## config.mk

```make
export PLATFORM = sky130hd
export DESIGN_NAME = vga_rx_monitor
export DESIGN_NICKNAME = d
export VERILOG_FILES = /design/src/rtl/vga_rx_monitor.sv
export SDC_FILE = /design/constraint.sdc
export NUM_CORES = 1
export LEC_CHECK = 0
export ABC_AREA = 1
export ABC_CLOCK_PERIOD_IN_PS = 2500
export CAP_MARGIN = 20
export CORE_MARGIN = 2
export CORE_UTILIZATION = 40
export CTS_CLUSTER_SIZE = 24
export DETAILED_ROUTE_END_ITERATION = 10
export HOLD_SLACK_MARGIN = 0.06
export PLACE_DENSITY_LB_ADDON = 0.1
export SYNTH_ARGS = -nofsm -noshare
export SYNTH_HDL_FRONTEND = slang
export SYNTH_SLANG_ARGS = --single-unit
export TNS_END_PERCENT = 10
```

## constraint.sdc

```tcl
create_clock -name clk -period 2.5 [get_ports clk]
set_input_delay 0.25 -clock clk [delete_from_list [all_inputs] [get_ports clk]]
set_output_delay 0.25 -clock clk [all_outputs]
set_load 0.03 [all_outputs]
```

## src/rtl/vga_rx_monitor.sv

```systemverilog
// -----------------------------------------------------------------------------
// vga_rx_monitor
//
// Passive monitor for a VGA-style pixel stream. It captures every active pixel
// with its coordinates, measures line width and frame height, tracks timing
// lock over consecutive good frames and raises a sticky error on any timing
// violation.
//
// Optional feature (compile-time macro):
//   VGA_RX_CHECKSUM_EN - build a per-frame 16-bit colour checksum
//                        (sum of R+G+B over all active pixels, mod 2^16).
//                        When undefined, no accumulator exists and checksum
//                        is tied to 0.
//
// Parameters:
//   H_ACT - required active pixels per line
//   V_ACT - required active lines per frame
//   CW    - width of coordinate and measurement counters
//
// Ports:
//   clk        in   sole clock, rising edge
//   rst        in   asynchronous reset, active-low
//   pix_en     in   pixel-rate sample strobe; nothing changes while low
//   hs, vs     in   horizontal / vertical sync, active-low
//   blank      in   1 = active video, 0 = blanking
//   R, G, B    in   pixel colour, 8 bits each
//   px_valid   out  one-cycle strobe for a captured pixel
//   px_x, px_y out  coordinates of the captured pixel
//   px_rgb     out  captured pixel as {R,G,B}
//   frame_done out  one-cycle end-of-frame pulse
//   locked     out  high while the last two closed frames were both good
//   err        out  sticky timing error, cleared only by reset
//   meas_w     out  width of the last closed non-empty line
//   meas_h     out  active-line count of the last closed frame
//   checksum   out  colour checksum of the last closed frame
// -----------------------------------------------------------------------------
module vga_rx_monitor #(
    parameter int H_ACT = 640,
    parameter int V_ACT = 480,
    parameter int CW    = 12
) (
    input  logic          clk,
    input  logic          rst,
    input  logic          pix_en,
    input  logic          hs,
    input  logic          vs,
    input  logic          blank,
    input  logic [7:0]    R,
    input  logic [7:0]    G,
    input  logic [7:0]    B,
    output logic          px_valid,
    output logic [CW-1:0] px_x,
    output logic [CW-1:0] px_y,
    output logic [23:0]   px_rgb,
    output logic          frame_done,
    output logic          locked,
    output logic          err,
    output logic [CW-1:0] meas_w,
    output logic [CW-1:0] meas_h,
    output logic [15:0]   checksum
);

    typedef enum logic {
        SEARCH,
        FRAME
    } state_t;

    localparam logic [CW-1:0] XY_MAX  = '1;
    localparam logic [CW-1:0] XY_ONE  = CW'(1);
    localparam logic [CW-1:0] H_ACT_C = CW'(H_ACT);
    localparam logic [CW-1:0] V_ACT_C = CW'(V_ACT);

    state_t        state;
    state_t        state_next;

    // Sync levels from the previous pix_en sample; edges are found against these.
    logic          hs_q;
    logic          vs_q;

    logic [CW-1:0] x;          // pixel index within the open line
    logic [CW-1:0] y;          // active lines closed so far in this frame
    logic          frame_bad;  // a closed line of this frame had a wrong width
    logic [1:0]    good_cnt;   // consecutive good frames, saturating at 2

    // Per-sample decode
    logic          hs_fall;
    logic          vs_fall;
    logic          in_frame;
    logic          pix_ok;
    logic          pix_bad;
    logic          line_close;
    logic          line_bad;
    logic          y_sat;
    logic [CW-1:0] y_closed;
    logic          frame_close;
    logic          frame_good;
    logic [CW-1:0] x_base;
    logic [CW-1:0] y_base;
    logic          x_sat;
    logic [CW-1:0] x_next;
    logic          err_set;

    // -------------------------------------------------------------------------
    // Next-state and per-sample decode
    // -------------------------------------------------------------------------
    always_comb begin
        // NOTE: every signal gets a value before any branch so no latch is inferred.
        state_next = state;

        hs_fall  = pix_en & hs_q & ~hs;
        vs_fall  = pix_en & vs_q & ~vs;
        in_frame = (state == FRAME);

        // A pixel sampled while vs is low is a timing error, not a capture.
        pix_ok  = pix_en & in_frame & blank & vs;
        pix_bad = pix_en & in_frame & blank & ~vs;

        // An hs edge closes the line only if it actually carried pixels.
        line_close = in_frame & hs_fall & (x != '0);
        line_bad   = line_close & (x != H_ACT_C);
        y_sat      = line_close & (y == XY_MAX);
        y_closed   = (line_close && !y_sat) ? y + XY_ONE : y;

        // When hs and vs fall together the line above is already folded into
        // y_closed and line_bad, so the frame sees it before it closes.
        frame_close = in_frame & vs_fall;
        frame_good  = !(frame_bad | line_bad) && (y_closed == V_ACT_C);

        // Sync edges are processed first; an active pixel in the same sample
        // belongs to the line/frame that the edge just opened.
        x_base = (hs_fall | vs_fall) ? '0 : x;
        y_base = vs_fall ? '0 : y_closed;
        x_sat  = pix_ok & (x_base == XY_MAX);
        x_next = (pix_ok && !x_sat) ? x_base + XY_ONE : x_base;

        err_set = pix_bad | x_sat | y_sat | line_bad | (frame_close & ~frame_good);

        if (state == SEARCH && vs_fall) begin
            state_next = FRAME;
        end
    end

    // -------------------------------------------------------------------------
    // State register
    // -------------------------------------------------------------------------
    always_ff @(posedge clk or negedge rst) begin
        if (!rst) begin
            state <= SEARCH;
        end else begin
            // NOTE: sequential state uses non-blocking assignments so every
            // register sees the pre-edge values of the others.
            state <= state_next;
        end
    end

    // -------------------------------------------------------------------------
    // Counters, measurements and sync history
    // -------------------------------------------------------------------------
    always_ff @(posedge clk or negedge rst) begin
        if (!rst) begin
            hs_q      <= 1'b1;   // idle sync level, so release never fakes an edge
            vs_q      <= 1'b1;
            x         <= '0;
            y         <= '0;
            frame_bad <= 1'b0;
            good_cnt  <= 2'd0;
            meas_w    <= '0;
            meas_h    <= '0;
            err       <= 1'b0;
        end else if (pix_en) begin
            hs_q <= hs;
            vs_q <= vs;
            x    <= x_next;
            y    <= y_base;

            if (vs_fall) begin
                frame_bad <= 1'b0;
            end else if (line_bad) begin
                frame_bad <= 1'b1;
            end

            if (line_close) begin
                meas_w <= x;
            end

            if (frame_close) begin
                meas_h <= y_closed;
                if (frame_good) begin
                    good_cnt <= (good_cnt == 2'd2) ? 2'd2 : good_cnt + 2'd1;
                end else begin
                    good_cnt <= 2'd0;
                end
            end

            if (err_set) begin
                err <= 1'b1;
            end
        end
    end

    // -------------------------------------------------------------------------
    // Output strobes and captured pixel. The strobes are recomputed on every
    // clk so they last exactly one cycle and stay low after a pix_en=0 edge.
    // -------------------------------------------------------------------------
    always_ff @(posedge clk or negedge rst) begin
        if (!rst) begin
            px_valid   <= 1'b0;
            frame_done <= 1'b0;
            px_x       <= '0;
            px_y       <= '0;
            px_rgb     <= '0;
        end else begin
            px_valid   <= pix_ok;
            frame_done <= frame_close;
            if (pix_ok) begin
                px_x   <= x_base;
                px_y   <= y_base;
                px_rgb <= {R, G, B};
            end
        end
    end

    assign locked = (good_cnt == 2'd2);

    // -------------------------------------------------------------------------
    // Optional colour checksum
    // -------------------------------------------------------------------------
`ifdef VGA_RX_CHECKSUM_EN
    logic [15:0] acc;
    logic [15:0] pix_sum;

    always_comb begin
        pix_sum = 16'(R) + 16'(G) + 16'(B);
    end

    always_ff @(posedge clk or negedge rst) begin
        if (!rst) begin
            acc      <= '0;
            checksum <= '0;
        end else if (pix_en) begin
            // A closing vs edge never carries a pixel (vs is low), so the
            // accumulator is complete when it is handed to checksum.
            if (vs_fall) begin
                acc <= '0;
            end else if (pix_ok) begin
                acc <= acc + pix_sum;
            end
            if (frame_close) begin
                checksum <= acc;
            end
        end
    end
`else
    assign checksum = '0;
`endif

endmodule
```

==> metrics.md <==
| Metric | Value |
|---|---|
| H-tree levels | 3 |
| GR Layer Usage met3 | 0.0865 |
| CTS buffer count | 9 |
| Remaining routing DRC violations | 0 |
| Simple-Gate Fraction of Synth Area | 0.298 |
| Post-route ant nets | 0 |
| CTS tree | yes |
| Clock power frac | 0.287 |
| Synth unique cells | 34 |
| Reg clk slew, reported paths | 0.08 ns |
| Grt peak-use layer | met2 |
| Post-synthesis mux area share | 0 |
| Vias | 3937 |
| Violation count after the first detailed-route iteration | 200 |
| Worst-path maximum fanout | 18 |
| Share of layout cells above drive strength 1 | 0.105 |
| Largest area contributor in the netlist | dfrtp_1 |
| Post-Syn Instances | 578 |
| Commonest cells in the netlist | nand2_1 (224), dfrtp_1 (103), nor2_1 (46) |
| Compound-cell area share of the yosys netlist | 0.0463 |
| Routed wire per std cell | 13.6 microns |
| Startpoint types | register |
| Total Routed Length | 11.4 mm |
| Internal power | 3.18 mW |
| Worst Skew | 0.00905 ns |
| VDD IR max | 0.421 mV |
| Net switching power | 1.74 mW |
| Final Power | 4.92 mW |
| Final setup viols | 0 |
| Largest net degree at the start of global routing | 60 |
| Final nets | 723 |
| Post-layout util | 0.534 |
| Seq/Total Area, Yosys | 0.535 |
| Min-delay src | B[4] |
| Avg Cell Area, Syn | 8.51 sq um |
| Hold Crit Class | input port to register |
| Met1 Use GR | 0.258 |
| Die height | 115 microns |
| Hold_buf cts | 1 |
| Vias in the first global route | 3918 |
| GP Congestion | 0.832 |
| Core ar. | 12000 sq um |
| Synthesized-area fraction occupied by adder cells | 0.0102 |
| Fin crit share | 0.868 |
| Clk_lat worst skew | 0.35 ns |
| First-pass GRT wire length | 19.3 mm |
| I/O Buffers | 105 |
| Reg-to-reg startpoint | y[0] |
| Post-synth top area share | 0.524 |
| Total gr overflow | 0 |
| Post-synth ARST share | 1.00 |
| IO Pins | 122 |
| Num Clock Sinks | 105 |
| N_diodes | 0 |
| Post-Syn Area | 4920 sq um |
| Tot GR Track Use | 0.188 |
| Final Hold Viols | 0 |
| Type of the worst setup path | register to register |
| Seq pwr share | 0.424 |
| PD cells | 767 nW/um^2 |
| Ys Warns | 0 |
| Row Count | 40 |
| Most numerous cell in the Yosys netlist | nand2_1 |
| Top post-synthesis cells by area | dfrtp_1 (52%), nand2_1 (17%), nor2_1 (3.5%) |
| Synth-to-layout area growth | 30.3% |
| 1st-pass router iterations | 4 |
| Max clock buf depth | 2 |
| Global-route track usage on met2 | 0.269 |
| Crit end category | register |
| Synthesis-stage register bit count | 105 |
| Final Max Tran Viols | 0 |
| DR vias/cell | 4.68 |
| Final Critical Period | 2.17 ns |
| Die area | 13200 sq um |
| Relative slew margins | 0.481 |
| Maxcap violations | 0 |
| Gate power share | 0.289 |
| RSZ-0062 raised after global routing | no |
| Initial core utilization | 0.409 |
| Top FF cell, synth | dfrtp_1 |
| Worst slew pin tran | 0.779 ns |
| Max Freq | 461 MHz |
| Postcts setup bufs | 0 |
| Post-CTS Resized | 0 |
| Sw Ratio | 0.353 |
| EDFF count, synth | 0 |
| Main combinational cell family by area after synthesis | simple AND/OR/NAND/NOR gates |
| DP HPWL | 8.39 mm |
| CP arrival | 2.41 ns |
| Status | finished clean |
| Leakage | 3.04 nW |
| Crit path from | y[0] |
| Initial antenna violation count | 0 |
| Req. time, crit path | 2.74 ns |
| Post-Synth XOR/XNOR Area | 0.0267 |
| Die Width | 115 microns |
| Root Driver | clkbuf_16 |
## power groups by stage
stage / Combinational [mW] / Clock, mW / Sequential, mW
5_1_grt: 1.55 / 1.53 / 2.12
6_report: 1.42 / 1.41 / 2.09
2_1_floorplan: 0.474 / 0 / 2.48
3_3_place_gp: 1.42 / 0 / 2.11
4_1_cts: 1.44 / 1.46 / 2.09
3_5_place_dp: 1.43 / 0 / 2.12
## flip-flops by register name, indices dropped and copies added, names as in the netlist
| name | flops |
|---|---|
| err | 1 |
| frame_bad | 1 |
| frame_done | 1 |
| good_cnt | 2 |
| hs_q | 1 |
| in_frame | 1 |
| meas_h | 12 |
| meas_w | 12 |
| px_rgb | 24 |
| px_valid | 1 |
| px_x | 12 |
| px_y | 12 |
| vs_q | 1 |
| x | 12 |
| y | 12 |
## logic make-up (layout without fill, tap and decap cells)
group / Yosys count / count (layout)
and+or+nand+nor: 326 / 326
xor gates and xnor gates: 15 / 15
adders and majority gates: 4 / 4
AOI/OAI and AO/OA: 43 / 43
other: 1 / 16
DFF: 105 / 105
buffers and inverters: 84 / 185
## per-layer routing
layer,vias up,share of wire
li1,1974,-
met1,1820,0.47
met2,129,0.42
met3,14,0.095
met4,0,0.014
met5,-,0
## final timing paths
kind,endpoint,slack (ns),cells past startpoint
hold reg to reg,px_rgb[12],0.47,2
max in group asynchronous,px_y[3],1.34,3
setup / recovery,err,0.33,11
min in group asynchronous,px_rgb[19],0.51,2
setup reg to reg,err,0.33,11
hold / removal,px_rgb[4],0.43,3
## critical path, stage by stage (launching register included)
cell and delay, ns:
dfrtp_1 0.44, ha_1 0.26, nand2_2 0.12, nor2_4 0.07
nand3_4 0.13, nand3_4 0.23, o21ai_0 0.31, nand2_1 0.11
nor2_1 0.14, nand3_2 0.12, nand2_1 0.08, nand3_1 0.06
## cells in the final DEF, fill, tap and decap left out, drive strengths merged
cell | Yosys | final
nand2 | 233 | 233
clkdlybuf4s50 | 0 | 104
dfrtp | 103 | 103
nor2 | 61 | 61
inv | 50 | 53
o21ai | 38 | 38
nand3 | 19 | 19
conb | 1 | 16
buf | 25 | 14
xor2 | 11 | 11
clkbuf | 9 | 9
nand4 | 7 | 7
nor3 | 5 | 5
xnor2 | 4 | 4
ha | 4 | 4
a21oi | 3 | 3
clkinvlp | 0 | 2
dfstp | 2 | 2
clkinv | 0 | 2
nand3b | 1 | 1
o21a | 1 | 1
o31ai | 1 | 1
dlygate4sd3 | 0 | 1
## metrics by stage
stage | instances | hold slack, ns | TNS, ns | instance area (sq um) | setup WS [ns]
6_report | 841 | 0.429 | 0 | 6410 | 0.329
4_1_cts | 841 | 0.415 | 0 | 6410 | 0.293
3_5_place_dp | 824 | 0.391 | -0.0124 | 6100 | -0.0124
3_3_place_gp | 824 | 0.382 | 0 | 6100 | 0.0695
2_1_floorplan | 593 | -0.0456 | 0 | 4970 | 0.527
5_1_grt | 841 | 0.429 | 0 | 6410 | 0.108
## layout make-up
class / count / area (sq um)
inverters: 50 / 188
multi-input cells: 404 / 1940
clock inverters: 7 / 71.3
repair buffers: 119 / 1170
clock buffers: 9 / 225
well taps: 147 / 184
fillers: 1157 / 5600
flip-flops and latches: 105 / 2630
Note: power is estimated with default switching activity, not from simulation.
